<file path="config.mk">
export PLATFORM = sky130hd
export DESIGN_NAME = mac16_mul32_seq_flat
export DESIGN_NICKNAME = d
export VERILOG_FILES = /design/src/rtl/mac16_mul32_seq_if.sv /design/src/rtl/mac16_mul32_seq.sv /design/src/flat_wrapper.sv
export SDC_FILE = /design/constraint.sdc
export NUM_CORES = 1
export LEC_CHECK = 0
export ABC_AREA = 1
export BUFFER_PORTS_ARGS = -buffer_cell sky130_fd_sc_hd__buf_2
export CAP_MARGIN = 40
export CELL_PAD_IN_SITES_DETAIL_PLACEMENT = 1
export CELL_PAD_IN_SITES_GLOBAL_PLACEMENT = 1
export CORE_MARGIN = 3
export CORE_UTILIZATION = 46
export CTS_CLUSTER_SIZE = 16
export DETAILED_ROUTE_END_ITERATION = 10
export PLACE_DENSITY_LB_ADDON = 0.1
export SYNTH_ARGS = -nofsm -noshare
export SYNTH_HDL_FRONTEND = slang
export SYNTH_SLANG_ARGS = --single-unit
</file>
<file path="constraint.sdc">
create_clock -name CLK -period 4.75 [get_ports CLK]
set_input_delay 0.95 -clock CLK [delete_from_list [all_inputs] [get_ports CLK]]
set_output_delay 0.95 -clock CLK [all_outputs]
set_load 0.02 [all_outputs]
</file>
<file path="src/rtl/mac16_mul32_seq_if.sv">
// Request/response handshake plus the DSP operand/product bus of the RV32M multiply sequencer.
// slave = the sequencer; master = execute stage together with the DSP primitive.
interface mac16_mul32_seq_if;
  logic        req_valid;
  logic        req_ready;
  logic [1:0]  req_op;
  logic [31:0] req_a;
  logic [31:0] req_b;
  logic        resp_valid;
  logic        resp_ready;
  logic [31:0] resp_data;
  logic        busy;
  logic [15:0] mac_a;
  logic [15:0] mac_b;
  logic        mac_ce;
  logic [31:0] mac_o;

  modport master (
    output req_valid, req_op, req_a, req_b, resp_ready, mac_o,
    input  req_ready, resp_valid, resp_data, busy, mac_a, mac_b, mac_ce
  );

  modport slave (
    input  req_valid, req_op, req_a, req_b, resp_ready, mac_o,
    output req_ready, resp_valid, resp_data, busy, mac_a, mac_b, mac_ce
  );
endinterface

</file>
<file path="src/rtl/mac16_mul32_seq.sv">
// RV32M MUL/MULH/MULHSU/MULHU on one unsigned 16x16 DSP: 4 issue steps, signed fix, 5-cycle latency (6 with MAC16_SEQ_OUTREG_EN).
// req_ready only in IDLE; the result is held in DONE until resp_ready, with no timeout.
module mac16_mul32_seq (
  input  logic             CLK,
  input  logic             RST_N,
  mac16_mul32_seq_if.slave bus
);

  typedef enum logic [2:0] {
    S_IDLE  = 3'd0,
    S_ISSUE = 3'd1,
    S_FIX   = 3'd2,
    S_DONE  = 3'd3
`ifdef MAC16_SEQ_OUTREG_EN
    , S_DRAIN = 3'd4
`endif
  } state_t;

  state_t      state_q, state_d;
  logic [1:0]  step_q, step_d, step_nx, acc_idx;
  logic [1:0]  op_q, op_d;
  logic [31:0] a_q, a_d, b_q, b_d;
  logic [31:0] resp_data_q, resp_data_d, fix_hi;
  logic [63:0] acc_q, acc_d;
  logic [15:0] mac_a_q, mac_a_d, mac_b_q, mac_b_d;
  logic        mac_ce_q, mac_ce_d, acc_en;
  logic [5:0]  acc_sh;

  // Unsigned partial products over-count by b<<32 (a negative) and a<<32 (b negative).
  always_comb begin
    fix_hi = acc_q[63:32];
    if ((op_q == 2'd1 || op_q == 2'd2) && a_q[31]) fix_hi = fix_hi - b_q;
    if (op_q == 2'd1 && b_q[31])                   fix_hi = fix_hi - a_q;
  end

  always_comb begin
    state_d     = state_q;
    step_d      = step_q;
    op_d        = op_q;
    a_d         = a_q;
    b_d         = b_q;
    acc_d       = acc_q;
    resp_data_d = resp_data_q;
    mac_a_d     = 16'd0;
    mac_b_d     = 16'd0;
    mac_ce_d    = 1'b0;
    acc_en      = 1'b0;
    acc_idx     = step_q;
    acc_sh      = 6'd0;
    step_nx     = step_q + 2'd1;

    case (state_q)
      S_IDLE: begin
        if (bus.req_valid) begin
          a_d      = bus.req_a;
          b_d      = bus.req_b;
          op_d     = bus.req_op;
          acc_d    = 64'd0;
          step_d   = 2'd0;
          mac_a_d  = bus.req_a[15:0];
          mac_b_d  = bus.req_b[15:0];
          mac_ce_d = 1'b1;
          state_d  = S_ISSUE;
        end
      end
      S_ISSUE: begin
`ifdef MAC16_SEQ_OUTREG_EN
        // Product of step k appears one edge late, so accumulate step k-1 here.
        acc_en  = (step_q != 2'd0);
        acc_idx = step_q - 2'd1;
`else
        acc_en  = 1'b1;
        acc_idx = step_q;
`endif
        if (step_q != 2'd3) begin
          step_d   = step_nx;
          mac_a_d  = step_nx[0] ? a_q[31:16] : a_q[15:0];
          mac_b_d  = step_nx[1] ? b_q[31:16] : b_q[15:0];
          mac_ce_d = 1'b1;
        end else begin
`ifdef MAC16_SEQ_OUTREG_EN
          mac_ce_d = 1'b1;
          state_d  = S_DRAIN;
`else
          state_d  = S_FIX;
`endif
        end
      end
`ifdef MAC16_SEQ_OUTREG_EN
      S_DRAIN: begin
        acc_en  = 1'b1;
        acc_idx = 2'd3;
        state_d = S_FIX;
      end
`endif
      S_FIX: begin
        acc_d       = {fix_hi, acc_q[31:0]};
        resp_data_d = (op_q == 2'd0) ? acc_q[31:0] : fix_hi;
        state_d     = S_DONE;
      end
      S_DONE: begin
        if (bus.resp_ready) state_d = S_IDLE;
      end
      default: state_d = S_IDLE;
    endcase

    case (acc_idx)
      2'd0:    acc_sh = 6'd0;
      2'd3:    acc_sh = 6'd32;
      default: acc_sh = 6'd16;
    endcase
    if (acc_en) acc_d = acc_q + ({32'd0, bus.mac_o} << acc_sh);
  end

  always_ff @(posedge CLK or negedge RST_N) begin
    if (!RST_N) begin
      state_q     <= S_IDLE;
      step_q      <= 2'd0;
      op_q        <= 2'd0;
      a_q         <= 32'd0;
      b_q         <= 32'd0;
      acc_q       <= 64'd0;
      resp_data_q <= 32'd0;
      mac_a_q     <= 16'd0;
      mac_b_q     <= 16'd0;
      mac_ce_q    <= 1'b0;
    end else begin
      state_q     <= state_d;
      step_q      <= step_d;
      op_q        <= op_d;
      a_q         <= a_d;
      b_q         <= b_d;
      acc_q       <= acc_d;
      resp_data_q <= resp_data_d;
      mac_a_q     <= mac_a_d;
      mac_b_q     <= mac_b_d;
      mac_ce_q    <= mac_ce_d;
    end
  end

  assign bus.req_ready  = (state_q == S_IDLE);
  assign bus.busy       = (state_q != S_IDLE);
  assign bus.resp_valid = (state_q == S_DONE);
  assign bus.resp_data  = resp_data_q;
  assign bus.mac_a      = mac_a_q;
  assign bus.mac_b      = mac_b_q;
  assign bus.mac_ce     = mac_ce_q;

endmodule

</file>
<file path="src/flat_wrapper.sv">
// flat-port wrapper written by rule: the top's interface ports become plain ports
module mac16_mul32_seq_flat 
  (CLK, RST_N, bus_req_valid, bus_req_op, bus_req_a, bus_req_b, bus_resp_ready, bus_mac_o, bus_req_ready, bus_resp_valid, bus_resp_data, bus_busy, bus_mac_a, bus_mac_b, bus_mac_ce);
  mac16_mul32_seq_if bus_i ();
  input  logic CLK;
  input  logic RST_N;
  input wire logic [$bits(bus_i.req_valid)-1:0] bus_req_valid;
  input wire logic [$bits(bus_i.req_op)-1:0] bus_req_op;
  input wire logic [$bits(bus_i.req_a)-1:0] bus_req_a;
  input wire logic [$bits(bus_i.req_b)-1:0] bus_req_b;
  input wire logic [$bits(bus_i.resp_ready)-1:0] bus_resp_ready;
  input wire logic [$bits(bus_i.mac_o)-1:0] bus_mac_o;
  output wire logic [$bits(bus_i.req_ready)-1:0] bus_req_ready;
  output wire logic [$bits(bus_i.resp_valid)-1:0] bus_resp_valid;
  output wire logic [$bits(bus_i.resp_data)-1:0] bus_resp_data;
  output wire logic [$bits(bus_i.busy)-1:0] bus_busy;
  output wire logic [$bits(bus_i.mac_a)-1:0] bus_mac_a;
  output wire logic [$bits(bus_i.mac_b)-1:0] bus_mac_b;
  output wire logic [$bits(bus_i.mac_ce)-1:0] bus_mac_ce;
  assign bus_i.req_valid = bus_req_valid;
  assign bus_i.req_op = bus_req_op;
  assign bus_i.req_a = bus_req_a;
  assign bus_i.req_b = bus_req_b;
  assign bus_i.resp_ready = bus_resp_ready;
  assign bus_i.mac_o = bus_mac_o;
  assign bus_req_ready = bus_i.req_ready;
  assign bus_resp_valid = bus_i.resp_valid;
  assign bus_resp_data = bus_i.resp_data;
  assign bus_busy = bus_i.busy;
  assign bus_mac_a = bus_i.mac_a;
  assign bus_mac_b = bus_i.mac_b;
  assign bus_mac_ce = bus_i.mac_ce;
  mac16_mul32_seq u_core (.CLK(CLK), .RST_N(RST_N), .bus(bus_i));
endmodule
</file>
==> run metrics, run 1 <==
placer congestion estimate 1.10; Max Buffers Root-to-Sink 2; GR Util All Layers 0.418; average wire per standard cell ~24 microns; total grt overflow 0; period utilization 0.959; FILL cells between 5000 and 6000; Synth Instances 3135; first-pass GRT wire length roughly 140 mm; Max Freq 220 MHz; register area share after synthesis 0.261; hold_buf cts 0; crit-path cells ha_1, a21oi_1, o21ai_0, a21oi_1, nand3_1, nand2_1, nand3_1, o21ai_1, inv_1, ha_1, nand2_1, nor2_1, nand2_1, nor3_1, nand2_1, nand2_1, nand2_1, nand3_1, nand3_1, a21oi_2; area grow syn2layout 11.2%; kind of critical path flip-flop to flip-flop; I/O pin count 170; Yosys warnings 0; TritonCTS Buffers 17; NumNets Final approximately 3500; Post-synth EDFFs 0; cell mode on critical path nand2_1; TritonCTS Sinks just under 200; asr flop ratio synth 1.00; Worst Path Max Fanout 5; slowest cell on the critical path dfrtp_1; Post-route DRC 0; CP bufs+invs 1; # Max-Cap Violations 0; Die W roughly 210 microns; commonest cells after routing, fill and taps aside 1010 x nand2_1, 482 x inv_1, 311 x nor2_1; Tmin final around 4600 ps; Slew headroom 0.441; syn_area_per_cell 6.08 sq um; HPWL Detailed a little under 80 mm; initial drt markers 2109; count of final hold-check violations 0; critical path required time a little over 5000 ps; synth unique cells 48; CTS clk-pin slew, worst paths approximately 80 ps; Setup-failing EPs final 0; DR vias/cell between 5 and 6; flops & latches, synth 199; DIE HEIGHT around 210 microns; Inserted Diodes 0; pins over their slew limit 0; RSZ-0062 raised after global routing false; total core area around 40000 sq um; area occupied by multi-input gates roughly 12000 sq um; FP Rows 73; Routed Antenna Nets 0; Vias ~23000; initial antenna violation count 2; Crit path max-delay family simple AND/OR/NAND/NOR gates; outcome completed; I/O Buffers around 170; CTS tree yes; vias in the first global route about 23000; Worst setup EP type flip-flop; commonest non-fill, non-tap cell in the layout nand2_1; sequential cell area 4980 sq um; Root Buffer clkbuf_16; crit start category flip-flop; largest net degree at the start of global routing 90; clk_skew 15.7 ps; Clock Latency Late Sink just over 500 ps; 1st-pass router iterations 5; H-tree depth 4; Initial Util 0.473; Hold WC Path Type input port to async pin; Sum Neg Setup Slack 0 ps; Cell Area, Synth ~19000 sq um; Data arrival, critical path 4980 ps; Mapped Nets 3373; die area approximately 44000 sq um; Crit path largest cell delay between 600 and 700 ps; final wirelength between 90 and 100 mm; fraction of layout instances using a drive strength above 1 0.0959; Worst Tran Pin Value around 830 ps; Primary FF master, synth dfrtp_1
==> cell usage after synthesis (10+ instances only) <==
library cell	count	share of area
nand4_1	23	0.0076
xnor2_1	49	0.023
o22ai_1	32	0.011
or2_2	10	0.0033
inv_1	483	0.095
nand2_2	25	0.0082
nor3_1	22	0.0058
o21ai_1	20	0.0053
clkbuf_1	51	0.010
buf_2	14	0.0037
ha_1	133	0.087
nand3b_1	17	0.0067
a21oi_1	192	0.050
o21bai_1	25	0.0099
dfrtp_1	199	0.26
nor2_1	313	0.062
nand2_1	1014	0.20
o21ai_0	265	0.070
nand3_1	158	0.042
==> layer usage <==
metal,GRT usage,up-vias,share of wire
met5,0,-,0.00013
met4,0.307,2,0.087
met3,0.0565,290,0.073
met2,0.676,1065,0.45
met1,0.509,11000,0.39
li1,-,10200,-
==> layout make-up <==
type,count,share of cell area
Inverter,488,0.0865
Clock inverter,12,0.00638
Timing Repair Buffer,207,0.0578
Clock buffer,20,0.0216
Multi-Input combinational cell,2370,0.561
Sequential cell,199,0.235
Tap cell,525,0.0310
==> logic make-up after synthesis <==
family,after synthesis,synth area share
AND/OR/NAND/NOR,1605,0.345
XOR/XNOR,55,0.0253
AO/OA/AOI/OAI,573,0.162
multiplexers,1,0.000525
adder cells (fa/ha/maj),136,0.0905
buffers and inverters,566,0.116
flip-flops,199,0.261
==> per-stage QoR <==
step	hold WS [ps]	setup slack, ps	util	instances	area [sq um]
2_1_floorplan	469	1460	-	3135	19100
3_3_place_gp	461	397	0.508	3782	20500
3_5_place_dp	469	225	0.511	3789	20600
4_1_cts	265	203	0.525	3821	21200
5_1_grt	267	12.9	0.526	3821	21200
6_report	276	197	0.526	3821	21200
==> flip-flops by register name (all words and copies together) (netlist names) <==
register / cells
u_core.bus.resp_data: 32
u_core.b_q: 32
u_core.op_q: 2
u_core.bus.mac_b: 16
u_core.a_q: 32
u_core.bus.mac_ce: 1
u_core.acc_idx: 2
u_core.bus.mac_a: 16
u_core.acc_q: 64
u_core.state_q: 2
==> path summary, 6_finish.rpt <==
check	start	endpoint	slack, ps	depth (start not counted)
worst max-delay path	u_core.acc_q[51]	u_core.acc_q[61]	200	20
max in group asynchronous	RST_N	u_core.bus.resp_data[2]	3440	3
worst min register to register	u_core.bus.resp_data[7]	u_core.bus.resp_data[7]	490	2
min in group CLK	u_core.bus.resp_data[7]	u_core.bus.resp_data[7]	490	2
worst min-delay path	RST_N	u_core.bus.mac_a[4]	280	1
worst max register to register	u_core.acc_q[51]	u_core.acc_q[61]	200	20
==> timing repair <==
action                                  4_1_cts  5_1_grt
resized for setup                             0        8
endpoints found under the setup margin        0       14
setup buffers                                 0        0
Power of run 1 is left out: the tool's default activity adds up to more than one toggle a clock period on the data nets, which glitch-free logic cannot reach.
==> run 2: changes to the inputs <==
--- a/config.mk
+++ b/config.mk
@@ -11,7 +11,8 @@
 export CELL_PAD_IN_SITES_DETAIL_PLACEMENT = 1
 export CELL_PAD_IN_SITES_GLOBAL_PLACEMENT = 1
 export CORE_MARGIN = 3
-export CORE_UTILIZATION = 46
+export CORE_UTILIZATION = 47
+export CTS_BUF_LIST = sky130_fd_sc_hd__clkbuf_2 sky130_fd_sc_hd__clkbuf_4 sky130_fd_sc_hd__clkbuf_8
 export CTS_CLUSTER_SIZE = 16
 export DETAILED_ROUTE_END_ITERATION = 10
 export PLACE_DENSITY_LB_ADDON = 0.1
==> run 2 against run 1 <==
  * Hold slack lost 58 ps
  * Sequential share of layout area rose by 0.18 points
  * Non-clock buffer count fell by 2
  * Critical path depth grew 7
  * Largest cell class unchanged
  * Flip-flop and latch count unchanged
  * Routed wire length is 1.5% higher
  * Clock skew increased by 21 ps
  * Final cell count is essentially flat
  * Register-to-register slack lost 30 ps
  * First-iteration DRC count is 6.7% higher
==> run metrics, run 2 (synthesis results as in run 1) <==
average wire per standard cell 24.8 microns (was 24.4 microns); Hold WC Path Type input port to async pin (unchanged); area occupied by multi-input gates 11900 sq um (about the same); Inserted Diodes 0 (unchanged); clk_skew 37.0 ps (was 15.7 ps); commonest cells after routing, fill and taps aside 1007 x nand2_1, 482 x inv_1, 306 x nor2_1 (was 1010 x nand2_1, 482 x inv_1, 311 x nor2_1); hold_buf cts 0 (unchanged); DIE HEIGHT 207 microns (was 210 microns); FP Rows 73 (unchanged); Setup-failing EPs final 0 (unchanged); final wirelength 94.5 mm (was 93.2 mm); top sig layer met4 (was met5); Max Buffers Root-to-Sink 2 (unchanged); TritonCTS Sinks 199 (unchanged); die area 43000 sq um (was 43900 sq um); Routed Antenna Nets 0 (unchanged); Largest register FFs 64 (unchanged); fraction of layout instances using a drive strength above 1 0.100 (was 0.0959); Reg-to-Reg End u_core.bus.resp_data[31] (was u_core.acc_q[61]); Root Buffer clkbuf_8 (was clkbuf_16); sequential cell area 4980 sq um (unchanged); Crit path largest cell delay 490 ps (was 690 ps); routed wl met2 43.1 mm (was 42.0 mm); period utilization 0.965 (was 0.959); first-pass GRT wire length 140 mm (was 139 mm); # Max-Cap Violations 0 (unchanged); crit start category flip-flop (unchanged); commonest non-fill, non-tap cell in the layout nand2_1 (unchanged); Data arrival, critical path 5010 ps (was 4980 ps); Vias 22700 (was 22600); Max Freq 218 MHz (was 220 MHz); Initial Util 0.477 (was 0.473); FILL cells 5640 (was 5727); Top reg by flops u_core.acc_q (unchanged); vias in the first global route 23300 (was 23400); Worst Path Max Fanout 5 (unchanged); slowest cell on the critical path dfrtp_2 (was dfrtp_1); largest net degree at the start of global routing 101 (was 90); outcome completed (unchanged); Finished Layout Cells 3819 (was 3821); total core area 39900 sq um (was 40300 sq um); placer congestion estimate 1.04 (was 1.10); NumNets Final 3519 (was 3521); 1st-pass router iterations 8 (was 5); GR Util All Layers 0.424 (was 0.418); I/O Buffers 169 (unchanged); Worst setup EP type flip-flop (unchanged); I/O pin count 170 (unchanged); Tmin final 4580 ps (was 4550 ps); FF-to-FF path depth 27 (was 20); setup slack, reg-to-reg 170 ps (was 200 ps); Slew headroom 0.441 (about the same); TritonCTS Buffers 17 (unchanged); H-tree depth 4 (unchanged); Routed met1 length 37.0 mm (was 36.2 mm); CTS tree yes (unchanged); total grt overflow 0 (unchanged); kind of critical path flip-flop to flip-flop (unchanged); Post-route DRC 0 (unchanged); Die W 207 microns (was 210 microns); pre-CTS WS 123 ps (was 225 ps); Worst Tran Pin Value 830 ps (was 832 ps); initial drt markers 2251 (was 2109); pins over their slew limit 0 (unchanged); initial antenna violation count 1 (was 2); CTS clk-pin slew, worst paths 130 ps (was 80 ps); Final WS setup 167 ps (was 197 ps); critical path required time 5180 ps (about the same); Final Core Density 0.527 (was 0.526); FF-to-FF Start u_core.acc_q[32] (was u_core.acc_q[51]); HPWL Detailed 77.8 mm (was 77.1 mm); Clock Latency Late Sink 550 ps (was 510 ps); placed cells 3786 (was 3789); met3 WL post-DR 6.85 mm (was 6.76 mm); area grow syn2layout 10.3% (was 11.2%); count of final hold-check violations 0 (unchanged); DR vias/cell 5.96 (was 5.92); cell mode on critical path nand2_1 (unchanged)
[run 2: critical path: cells and delay by family (launching register included)]
| kind | cells | cell delay (ps) |
|---|---|---|
| AOI/OAI and AO/OA | 4 | 930 |
| adders and majority gates | 3 | 950 |
| buffers and inverters | 3 | 280 |
| DFF | 1 | 490 |
| and+or+nand+nor | 17 | 1820 |
[run 2: how the worst max path moves through the flow]
stage                                    end  slack [ps]        startpoint  depth (start not counted)
floorplan                   u_core.acc_q[59]        1460  u_core.acc_q[32]                         31
global placement            u_core.acc_q[59]         210  u_core.acc_q[32]                         29
detailed placement          u_core.acc_q[59]         120  u_core.acc_q[32]                         29
CTS                         u_core.acc_q[59]          70  u_core.acc_q[32]                         29
global route        u_core.bus.resp_data[31]          -5  u_core.acc_q[32]                         30
finish              u_core.bus.resp_data[31]         170  u_core.acc_q[32]                         27
[run 2: stage by stage]
step / cell area (sq um) / hold WS (ps) / setup TNS (ps)
CTS: 21000 / 191 / 0
global route: 21000 / 197 / -5.22
detailed placement: 20500 / 486 / 0
global placement: 20400 / 460 / 0
floorplan: 19100 / 469 / 0
finish: 21000 / 218 / 0
[run 2: layout make-up]
| class | instances | area share |
|---|---|---|
| well taps | 525 | 0.0312 |
| repair buffers | 205 | 0.0570 |
| clock buffers | 18 | 0.0118 |
| inverters | 488 | 0.0872 |
| multi-input cells | 2370 | 0.568 |
| clock inverters | 14 | 0.00809 |
| flip-flops and latches | 199 | 0.237 |
[run 2: what timing repair did]
item | CTS | global route
resized for setup | 0 | 23
endpoints found under the setup margin | 0 | 21
buffers inserted | 0 | 1
[run 2: layer usage]
layer,vias up,global-route usage
li1,10200,-
met1,11100,0.519
met2,1086,0.695
met3,309,0.0605
met4,0,0.285
met5,-,0
Power of run 2 is left out for the same reason.
